`config.mk`:
```
export PLATFORM = sky130hd
export DESIGN_NAME = com_frame_feeder
export DESIGN_NICKNAME = d
export VERILOG_FILES = /design/src/rtl/com_pkg.sv /design/src/rtl/com_wait_timer.sv /design/src/rtl/com_frame_feeder.sv
export SDC_FILE = /design/constraint.sdc
export NUM_CORES = 1
export LEC_CHECK = 0
export CAP_MARGIN = 30
export CORE_MARGIN = 5
export CORE_UTILIZATION = 30
export CTS_BUF_LIST = sky130_fd_sc_hd__clkbuf_8
export DETAILED_ROUTE_END_ITERATION = 10
export GPL_ROUTABILITY_DRIVEN = 0
export GPL_TIMING_DRIVEN = 0
export RECOVER_POWER = 100
export SYNTH_ARGS = -nofsm -noshare
export SYNTH_HDL_FRONTEND = slang
export SYNTH_SLANG_ARGS = --single-unit
export TNS_END_PERCENT = 5
```
`constraint.sdc`:
```
create_clock -name clk_in -period 4.2 [get_ports clk_in]
set_input_delay 1.05 -clock clk_in [delete_from_list [all_inputs] [get_ports clk_in]]
set_output_delay 1.05 -clock clk_in [all_outputs]
set_load 0.01 [all_outputs]
```
`src/rtl/com_pkg.sv`:
```
// Shared types and constants for the centroid pixel feeder.
// Holds the feeder state encoding, default frame geometry and the coordinate/counter widths
// used by com_frame_feeder and its wait timer.
package com_pkg;

    typedef enum logic [1:0] {
        IDLE,
        STREAM,
        TABULATE,
        WAIT_RESULT
    } feeder_state_t;

    localparam int H_ACTIVE_DEFAULT = 1024;
    localparam int V_ACTIVE_DEFAULT = 768;
    localparam int TIMEOUT_DEFAULT  = 1024;

    localparam int X_W    = 11;
    localparam int Y_W    = 10;
    localparam int CNT_W  = 20;
    localparam int SKIP_W = 8;

endpackage

```
`src/rtl/com_wait_timer.sv`:
```
// Result wait timer: counts enabled cycles after a load and flags the last allowed cycle.
// Latency: expire is combinational, high while enabled on count == TIMEOUT_CYCLES-1.
// Ports: clk/rst (async, active-high), load (clear count), enable (count), expire (last cycle).
module com_wait_timer #(
    parameter int TIMEOUT_CYCLES = 1024
) (
    input  logic clk,
    input  logic rst,
    input  logic load,
    input  logic enable,
    output logic expire
);

    localparam int W = (TIMEOUT_CYCLES > 2) ? $clog2(TIMEOUT_CYCLES) : 1;
    localparam logic [W-1:0] LAST = W'(TIMEOUT_CYCLES - 1);

    logic [W-1:0] count;

    assign expire = enable && (count == LAST);

    // The count parks on LAST once expired; the owner leaves the wait state that cycle anyway.
    always_ff @(posedge clk or posedge rst) begin
        if (rst) begin
            count <= '0;
        end else if (load) begin
            count <= '0;
        end else if (enable && !expire) begin
            count <= count + 1'b1;
        end
    end

endmodule

```
`src/rtl/com_frame_feeder.sv`:
```
// Producer side of the centroid interface: streams masked active pixels, strobes tabulate once
// per frame, then holds off new frames until center_of_mass answers or the wait times out.
// Latency: x/y/valid 1 cycle after the sample; tabulate 2 cycles after the frame_end sample.
// Ports: clk_in/rst_in (async, active-high); hcount_in/vcount_in/active_in/mask_in video samples;
//        com_valid_in result strobe; x_out/y_out/valid_out pixel stream; tabulate_out and
//        pixel_count_out per frame; frames_skipped_out (saturating); timeout_out pulse.
module com_frame_feeder
    import com_pkg::*;
#(
    parameter int H_ACTIVE       = H_ACTIVE_DEFAULT,
    parameter int V_ACTIVE       = V_ACTIVE_DEFAULT,
    parameter int TIMEOUT_CYCLES = TIMEOUT_DEFAULT
) (
    input  logic              clk_in,
    input  logic              rst_in,
    input  logic [X_W-1:0]    hcount_in,
    input  logic [Y_W-1:0]    vcount_in,
    input  logic              active_in,
    input  logic              mask_in,
    input  logic              com_valid_in,
    output logic [X_W-1:0]    x_out,
    output logic [Y_W-1:0]    y_out,
    output logic              valid_out,
    output logic              tabulate_out,
    output logic [CNT_W-1:0]  pixel_count_out,
    output logic [SKIP_W-1:0] frames_skipped_out,
    output logic              timeout_out
);

    localparam logic [X_W-1:0] H_LAST = X_W'(H_ACTIVE - 1);
    localparam logic [Y_W-1:0] V_LAST = Y_W'(V_ACTIVE - 1);

    feeder_state_t    state;
    feeder_state_t    state_next;
    logic             frame_start;
    logic             frame_end;
    logic             accepting;
    logic             emit;
    logic             busy;
    logic             timer_load;
    logic             timer_en;
    logic             timer_expire;
    logic [CNT_W-1:0] frame_count;

    assign frame_start = active_in && (hcount_in == '0) && (vcount_in == '0);
    assign frame_end   = active_in && (hcount_in == H_LAST) && (vcount_in == V_LAST);

    // The frame_start pixel is taken while still in IDLE so the first pixel is never lost.
    assign accepting = (state == STREAM) || ((state == IDLE) && frame_start);
    assign emit      = accepting && active_in && mask_in;

    // Frames that begin while the previous result is outstanding are dropped and counted.
    assign busy = (state == TABULATE) || (state == WAIT_RESULT);

    assign timer_load = (state == TABULATE);
    assign timer_en   = (state == WAIT_RESULT);

    com_wait_timer #(
        .TIMEOUT_CYCLES(TIMEOUT_CYCLES)
    ) u_wait_timer (
        .clk   (clk_in),
        .rst   (rst_in),
        .load  (timer_load),
        .enable(timer_en),
        .expire(timer_expire)
    );

    always_ff @(posedge clk_in or posedge rst_in) begin
        if (rst_in) begin
            state <= IDLE;
        end else begin
            state <= state_next;
        end
    end

    always_comb begin
        state_next = state;
        case (state)
            IDLE:        if (frame_start) state_next = STREAM;
            STREAM:      if (frame_end) state_next = TABULATE;
            // center_of_mass never answers an empty frame, so do not wait for it.
            TABULATE:    state_next = (frame_count != '0) ? WAIT_RESULT : IDLE;
            WAIT_RESULT: if (com_valid_in || timer_expire) state_next = IDLE;
            default:     state_next = IDLE;
        endcase
    end

    always_ff @(posedge clk_in or posedge rst_in) begin
        if (rst_in) begin
            x_out              <= '0;
            y_out              <= '0;
            valid_out          <= 1'b0;
            tabulate_out       <= 1'b0;
            pixel_count_out    <= '0;
            frames_skipped_out <= '0;
            timeout_out        <= 1'b0;
            frame_count        <= '0;
        end else begin
            valid_out <= emit;
            if (emit) begin
                x_out <= hcount_in;
                y_out <= vcount_in;
            end

            // A masked frame_start pixel is itself the first count of the new frame.
            if (frame_start && !busy) begin
                frame_count <= CNT_W'(emit);
            end else if (emit) begin
                frame_count <= frame_count + 1'b1;
            end

            // TABULATE is entered on the frame_end sample, so the count already includes it.
            tabulate_out <= (state == TABULATE);
            if (state == TABULATE) begin
                pixel_count_out <= frame_count;
            end

            // A result arriving on the expiry cycle takes precedence over the timeout.
            timeout_out <= (state == WAIT_RESULT) && timer_expire && !com_valid_in;

            if (frame_start && busy && (frames_skipped_out != '1)) begin
                frames_skipped_out <= frames_skipped_out + 1'b1;
            end
        end
    end

endmodule

```
==> results of run 1 <==
[kinds of logic after synthesis]
| kind of cell | count (synthesis) | share of synthesized area (%) |
|---|---|---|
| multiplexers | 2 | 0.552 |
| flip-flops | 84 | 54.5 |
| buffers and inverters | 26 | 2.60 |
| adder cells (fa/ha/maj) | 4 | 1.30 |
| AO/OA/AOI/OAI | 61 | 8.99 |
| XOR/XNOR | 11 | 2.50 |
| AND/OR/NAND/NOR | 241 | 29.6 |
[state kept, by name, indices dropped and copies added (netlist names)]
| register | flops |
|---|---|
| pixel_count_out | 20 |
| valid_out | 1 |
| u_wait_timer.count | 10 |
| tabulate_out | 1 |
| x_out | 11 |
| timeout_out | 1 |
| state | 2 |
| frame_count | 20 |
| y_out | 10 |
| frames_skipped_out | 8 |
[metal layers]
| metal | share of wire [%] | global-route usage, % | vias to the layer above |
|---|---|---|---|
| met2 | 44 | 20.2 | 107 |
| li1 | - | - | 1666 |
| met5 | 0 | 0 | - |
| met3 | 8.2 | 5.72 | 10 |
| met1 | 46 | 18.5 | 1648 |
| met4 | 1.8 | 4.84 | 0 |
[cells in the final DEF (no fill, tap or decap), drive strengths merged, types with 5 or more instances in the layout]
cell type	Yosys	routed
xor2	7	7
o31ai	5	5
a31oi	5	5
nand4	13	13
clkbuf	14	29
dlygate4sd3	0	55
a21oi	19	19
and3	7	7
nor4	5	5
nand2	139	139
or3	12	12
inv	7	7
dfrtp	84	84
nor2	16	16
nor3	5	5
clkdlybuf4s50	0	22
o21ai	24	24
or4	10	10
nand3	20	20
[critical path, stage by stage]
cell	delay, ns
dlygate4sd3_1	0.57
or4_1	0.60
nor4_4	0.46
a31oi_1	0.23
clkbuf_1	0.30
clkinv_1	0.23
clkbuf_1	0.39
nand2_1	0.11
nand2_1	0.08
[per-stage QoR]
step	total power [W]	utilization (%)	hold WS (ns)	instances	TNS [ns]
floorplan	0.000840	-	0.477	429	0
global placement	0.000873	38.4	0.461	678	-32.46
detailed placement	0.000877	38.5	0.462	679	0
CTS	0.00150	40.2	0.482	695	0
global route	0.00152	40.1	0.505	695	0
finish	0.00147	40.1	0.473	695	0
[final timing paths]
kind	end	from	cells past startpoint
setup / recovery	y_out[1]	hcount_in[5]	9
hold / removal	pixel_count_out[9]	pixel_count_out[9]	2
setup reg to reg	y_out[1]	state[1]	8
hold reg to reg	pixel_count_out[9]	pixel_count_out[9]	2
max in group asynchronous	pixel_count_out[5]	rst_in	3
min in group asynchronous	x_out[0]	rst_in	2
[report_power, final]
| group | total [W] | internal (W) | switching, W |
|---|---|---|---|
| Sequential | 0.000808 | 0.000808 | 0.0000000136 |
| Clock | 0.000610 | 0.000308 | 0.000301 |
| Combinational | 0.0000485 | 0.0000226 | 0.0000259 |
| Total | 0.00147 | 0.00114 | 0.000327 |
[final cells by class]
class	count	share of cell area, %
multi-input combinational	319	32.7
clock buffer	11	2.99
buffer	17	1.26
sequential	84	41.6
timing repair buffer	78	15.3
tap	172	4.26
clock inverter	5	1.16
inverter	9	0.693
[cells in the mapped netlist (2+ instances only)]
cell      number
xnor2_1        4
nor3_1         5
and4_1         4
or4_1         10
nand3_1       20
a21oi_1       19
nand2_1      139
o211ai_1       3
ha_1           4
clkinv_1       2
or3_1         12
nand4_1       13
xor2_1         7
dfrtp_1       84
and3_1         7
and3b_1        2
a31oi_1        5
nor2_1        16
clkbuf_1      14
o21ai_0       23
o31ai_1        5
nor4b_1        2
a211oi_1       2
nor4_1         4
buf_2          2
inv_1          7
==> flow_metrics.py, run 1 <==
metrics = {
    "clock_network": {
        "cts_max_level": 3,
        "clkTransAtPathRegs_ns": 0.09,
        "cts-root-buf": "clkbuf_8",
        "numCtsBuffers": 9,
        "clk_latency_ns": 0.36,
        "cts_tree": "built",
        "post_cts_buffers": 0,
        "cts_resized": 0,
        "cts_sinks": 84,
        "clk_path_buf_depth": 2,
        "holdBufCountCts": 0,
    },
    "critical_path": {
        "cp_data_arrival_time_ns": 4.02,
        "criticalPathCategory": "input pin to flip-flop",
        "cp_max_fo": 10,
        "r2r_slack_ns": 1.77,
        "start_kind": "input pin",
        "required_ns": 4.51,
        "endpoint_kind": "flip-flop",
    },
    "sta": {
        "setup-violations-final": 0,
        "rsz0062_at_grt": "false",
        "min_period_ns": 3.72,
        "skew_ns": 0.00801,
        "finalHoldViolCount": 0,
        "fin_ws_ns": 0.484,
        "tightestPinTransition_ns": 1.92,
        "max_slew_margin_pct": -28.9,
        "fmax_mhz": 269,
        "drv_slew": 45,
        "fin_crit_sh_pct": 88.5,
    },
    "placed_design": {
        "pre_cts_ws_ns": 0.215,
        "place_area_um2": 4860,
        "hpwlAfterDp_mm": 7.20,
        "portBuffers": 77,
    },
    "floorplan": {
        "start_util_pct": 30.6,
        "die_y_um": 123,
        "core_area_um2": 12600,
        "die_w_um": 123,
        "ios": 78,
        "dieArea_um2": 15200,
        "rows": 41,
    },
    "grt": {
        "grt_pass1_vias": 3358,
        "overflow": 0,
        "track_usage_pct": 13.8,
        "antenna_found_initial": 0,
        "grt_pass1_wl_mm": 16.6,
        "grt_max_degree": 45,
    },
    "cells_and_area": {
        "area_growth_syn_to_layout_pct": 31.1,
        "register_area_um2": 2100,
        "multi_input_area_um2": 1650,
        "drive_above_1_share_pct": 4.21,
        "num_antenna_cells": 0,
        "final_cell_area_um2": 5060,
        "fill_cells": 1287,
        "layout.nets": 548,
    },
    "synth": {
        "syn-num-nets": 459,
        "synth.area.top_cells": "dfrtp_1 55%, nand2_1 14%, o21ai_0 3.0%, nand3_1 2.6%, a21oi_1 2.5%",
        "yosysUniqueCellTypes": 40,
        "syn_area_per_cell_um2": 8.99,
        "yosysTopAreaCell": "dfrtp_1",
        "netlist.area_leader.share_pct": 54.5,
        "syn-cell-area_um2": 3860,
        "yosys_most_used_dff": "dfrtp_1",
        "syn_inst": 429,
        "yosysWarningCount": 0,
        "yosysSeqAreaShare_pct": 54.5,
        "ys_seq_elements": 84,
        "ys_async_sr_fraction_pct": 100,
        "synth_edf_count": 0,
    },
    "route": {
        "wl_per_cell_um": 14.2,
        "viasPerCell": 4.94,
        "ant_nets": 0,
        "drt_wl_total_mm": 9.88,
        "drtPass1Iterations": 4,
        "drc": 0,
        "num_vias": 3431,
        "drtIter0Drc": 184,
    },
    "status": {
        "status": "finished, violations left",
        "failed_checks": "capacitance limit, slew limit",
    },
    "pwr": {
        "pwr_density_cell_nw_per_um2": 290,
        "p_leak_nw": 2.46,
        "vdd_drop_max_uv": 166,
    },
    "flow_run": {
        "maxCapViolCount": 1,
    },
    "hold_path": {
        "hp-class": "flip-flop to flip-flop",
    },
}
Power figures use the tool's default switching activity.
==> run 2: changes to the inputs <==
CTS_BUF_LIST = unset   (was sky130_fd_sc_hd__clkbuf_8)
SLEW_MARGIN = 10   (was unset)
SYNTH_HIERARCHICAL = 1   (was unset)
==> run 2 against run 1 <==
Against the previous run:
- the run still ends with capacitance limit, slew limit left
- die area grew 3.3%
- register-to-register slack lost 0.03 ns
- worst hold slack gained 0.0086 ns
- wire length grew 0.11%
- clock power grew 30%
- non-clock buffer count is the same
- power grew 13%
- critical path type unchanged
==> flow_metrics.py, run 2 <==
metrics = {
    "status": {
        "status": "finished, violations left",
        "failed_checks": "capacitance limit, slew limit",
    },
    "sta": {
        "setup-violations-final": 0,
        "tightestPinTransition_ns": 1.58,
        "finalSetupTns_ns": 0,
        "drv_slew": 63,
        "fin_crit_sh_pct": 82.9,
        "max_slew_margin_pct": -5.60,
        "rsz0062_at_grt": "false",
        "skew_ns": 0.00276,
        "min_period_ns": 3.48,
        "fmax_mhz": 287,
        "finalHoldViolCount": 0,
    },
    "critical_path": {
        "endpoint_kind": "flip-flop",
        "criticalPathCategory": "input pin to flip-flop",
        "required_ns": 4.43,
        "cp_data_arrival_time_ns": 3.71,
        "cp_top_family": "buffers and inverters",
        "cp_max_fo": 10,
        "r2r_cells": 7,
        "crit_slowest_cell": "dlygate4sd3_1",
        "cp_num_buf_inv": 3,
        "timing.rr.start": "state[1]",
        "max_stage_delay_ns": 0.58,
        "start_kind": "input pin",
        "r2r_slack_ns": 1.74,
        "crit_path_cell_trace": "dlygate4sd3_1 -> nor4_1 -> and4_1 -> a21oi_2 -> and2b_2 -> clkbuf_2 -> clkbuf_1 -> mux2_2",
        "r2r_end": "y_out[3]",
    },
    "clock_network": {
        "cts-root-buf": "clkbuf_16",
        "clk_latency_ns": 0.34,
        "cts_max_level": 3,
        "numCtsBuffers": 9,
        "cts_sinks": 84,
        "clk_path_buf_depth": 2,
        "cts_resized": 0,
        "holdBufCountCts": 0,
        "post_cts_buffers": 0,
        "clkTransAtPathRegs_ns": 0.06,
        "cts_tree": "built",
    },
    "cells_and_area": {
        "layout.nets": 480,
        "multi_input_area_um2": 1760,
        "area_growth_syn_to_layout_pct": 31.7,
        "mostFrequentLayoutCell": "dfrtp_1",
        "drive_above_1_share_pct": 15.5,
        "final_util_pct": 40.1,
        "top_regs": "frame_count (20), pixel_count_out (20), x_out (11)",
        "final_cell_area_um2": 5260,
        "register_area_um2": 2100,
        "num_antenna_cells": 0,
        "stdcell_count": 629,
        "final_cell_mix": "84 x dfrtp_1, 54 x dlygate4sd3_1, 39 x mux2_2",
        "fill_cells": 1309,
    },
    "synth": {
        "yosys.cell_count.top_type": "dfrtp_1",
        "ys_async_sr_fraction_pct": 100,
        "syn_area_per_cell_um2": 11.1,
        "netlist.area_leader.share_pct": 52.6,
        "ys_seq_elements": 84,
        "syn_inst": 360,
        "syn-cell-area_um2": 4000,
        "synth.area.top_cells": "dfrtp_1 53%, mux2_2 11%, nand4_1 2.8%, xnor2_1 2.4%, nor4_1 2.3%",
        "yosysWarningCount": 6,
        "yosysTopAreaCell": "dfrtp_1",
        "syn-num-nets": 390,
        "yosys_most_used_dff": "dfrtp_1",
        "yosysUniqueCellTypes": 50,
        "synth_edf_count": 0,
        "yosysSeqAreaShare_pct": 52.6,
        "synth.top_cells.by_count": "84 x dfrtp_1, 39 x mux2_2, 23 x nand2_1, 23 x nor2_1, 18 x nand4_1",
    },
    "floorplan": {
        "ios": 78,
        "dieArea_um2": 15700,
        "rows": 42,
        "start_util_pct": 30.4,
        "core_area_um2": 13100,
        "die_w_um": 125,
        "die_y_um": 125,
    },
    "placed_design": {
        "place_area_um2": 5020,
        "portBuffers": 77,
        "hpwlAfterDp_mm": 7.30,
        "dp.cells": 614,
    },
    "grt": {
        "track_usage_pct": 13.3,
        "grt_pass1_wl_mm": 16.9,
        "antenna_found_initial": 0,
        "grtUsageMet2_pct": 20.5,
        "gr-usage-met1_pct": 17.3,
        "met3_usage_pct": 4.65,
        "grt_max_degree": 63,
        "overflow": 0,
        "top_usage_layer": "met2",
        "grt_pass1_vias": 3281,
    },
    "hold_path": {
        "hp-class": "flip-flop to flip-flop",
        "hold_start": "pixel_count_out[1]",
        "holdPathEnd": "pixel_count_out[1]",
        "hold_depth": 2,
    },
    "pwr": {
        "p_leak_nw": 2.48,
        "total_power_w": 0.00166,
        "vdd_drop_max_uv": 151,
        "pwr_density_cell_nw_per_um2": 316,
    },
    "route": {
        "ant_nets": 0,
        "drc": 0,
        "num_vias": 3148,
        "drt_wl_total_mm": 9.89,
        "viasPerCell": 5.00,
        "wl_per_cell_um": 15.7,
        "drtPass1Iterations": 4,
        "drtIter0Drc": 130,
    },
    "flow_run": {
        "maxCapViolCount": 1,
    },
}
[run 2: changes by cell type after synthesis, moves of 5 or more]
cell and delta:
or3_1 -10, a21oi_1 -8, xnor2_1 +7, nor4_1 +11
mux2_2 +38, or4_1 -6, nand4_1 +5, nand3_1 -5
o21ai_0 -14, nand2_1 -116, clkbuf_1 -5, nor2_1 +7
[run 2: worst max path at each step]
stage / slack [ns] / startpoint / endpoint / depth (start not counted)
after floorplan: 1.27 / rst_in / frame_count[0] / 1
final: 0.72 / hcount_in[5] / y_out[3] / 8
after CTS: 1.13 / hcount_in[9] / y_out[6] / 8
after global routing: 0.51 / hcount_in[5] / y_out[5] / 8
after detailed placement: 0.77 / hcount_in[9] / y_out[6] / 8
after global placement: -0.12 / rst_in / frames_skipped_out[0] / 2
[run 2: power by group]
group | internal, W | switching, W
registers | 0.000809 | 0.0000000126
clock network | 0.000486 | 0.000310
logic | 0.0000239 | 0.0000325
total | 0.00132 | 0.000342
[run 2: final cells by class]
type | count | area share, %
well taps | 176 | 4.18
clock buffers | 12 | 4.87
inverters | 10 | 0.737
multi-input cells | 250 | 33.4
flip-flops and latches | 84 | 39.9
repair buffers | 79 | 14.8
clock inverters | 2 | 0.666
plain buffers | 16 | 1.40
[run 2: cells by family (layout without fill, tap and decap cells)]
family / Yosys count / count (layout) / share of synthesized area [%]
AO/OA/AOI/OAI: 44 / 44 / 6.98
XOR/XNOR: 19 / 19 / 4.16
adder cells (fa/ha/maj): 4 / 4 / 1.25
buffers and inverters: 26 / 119 / 3.35
flip-flops: 84 / 84 / 52.6
multiplexers: 41 / 41 / 11.5
AND/OR/NAND/NOR: 142 / 142 / 20.2
[run 2: metrics by stage]
stage / worst slack (ns) / hold WS [ns]
6_report: 0.719 / 0.481
5_1_grt: 0.513 / 0.511
4_1_cts: 1.13 / 0.496
3_5_place_dp: 0.772 / 0.482
3_3_place_gp: -0.125 / 0.466
2_1_floorplan: 1.27 / 0.476
[run 2: worst min-delay path, cell delays in order (launching register included)]
cell,delay (ns)
dfrtp_1,0.34
nand2_1,0.05
o21ai_0,0.06
[run 2: per-layer routing]
layer	share of wire, %	up-vias
met5	0	-
met4	1.7	0
met3	7.9	12
met2	45	92
met1	45	1544
li1	-	1500
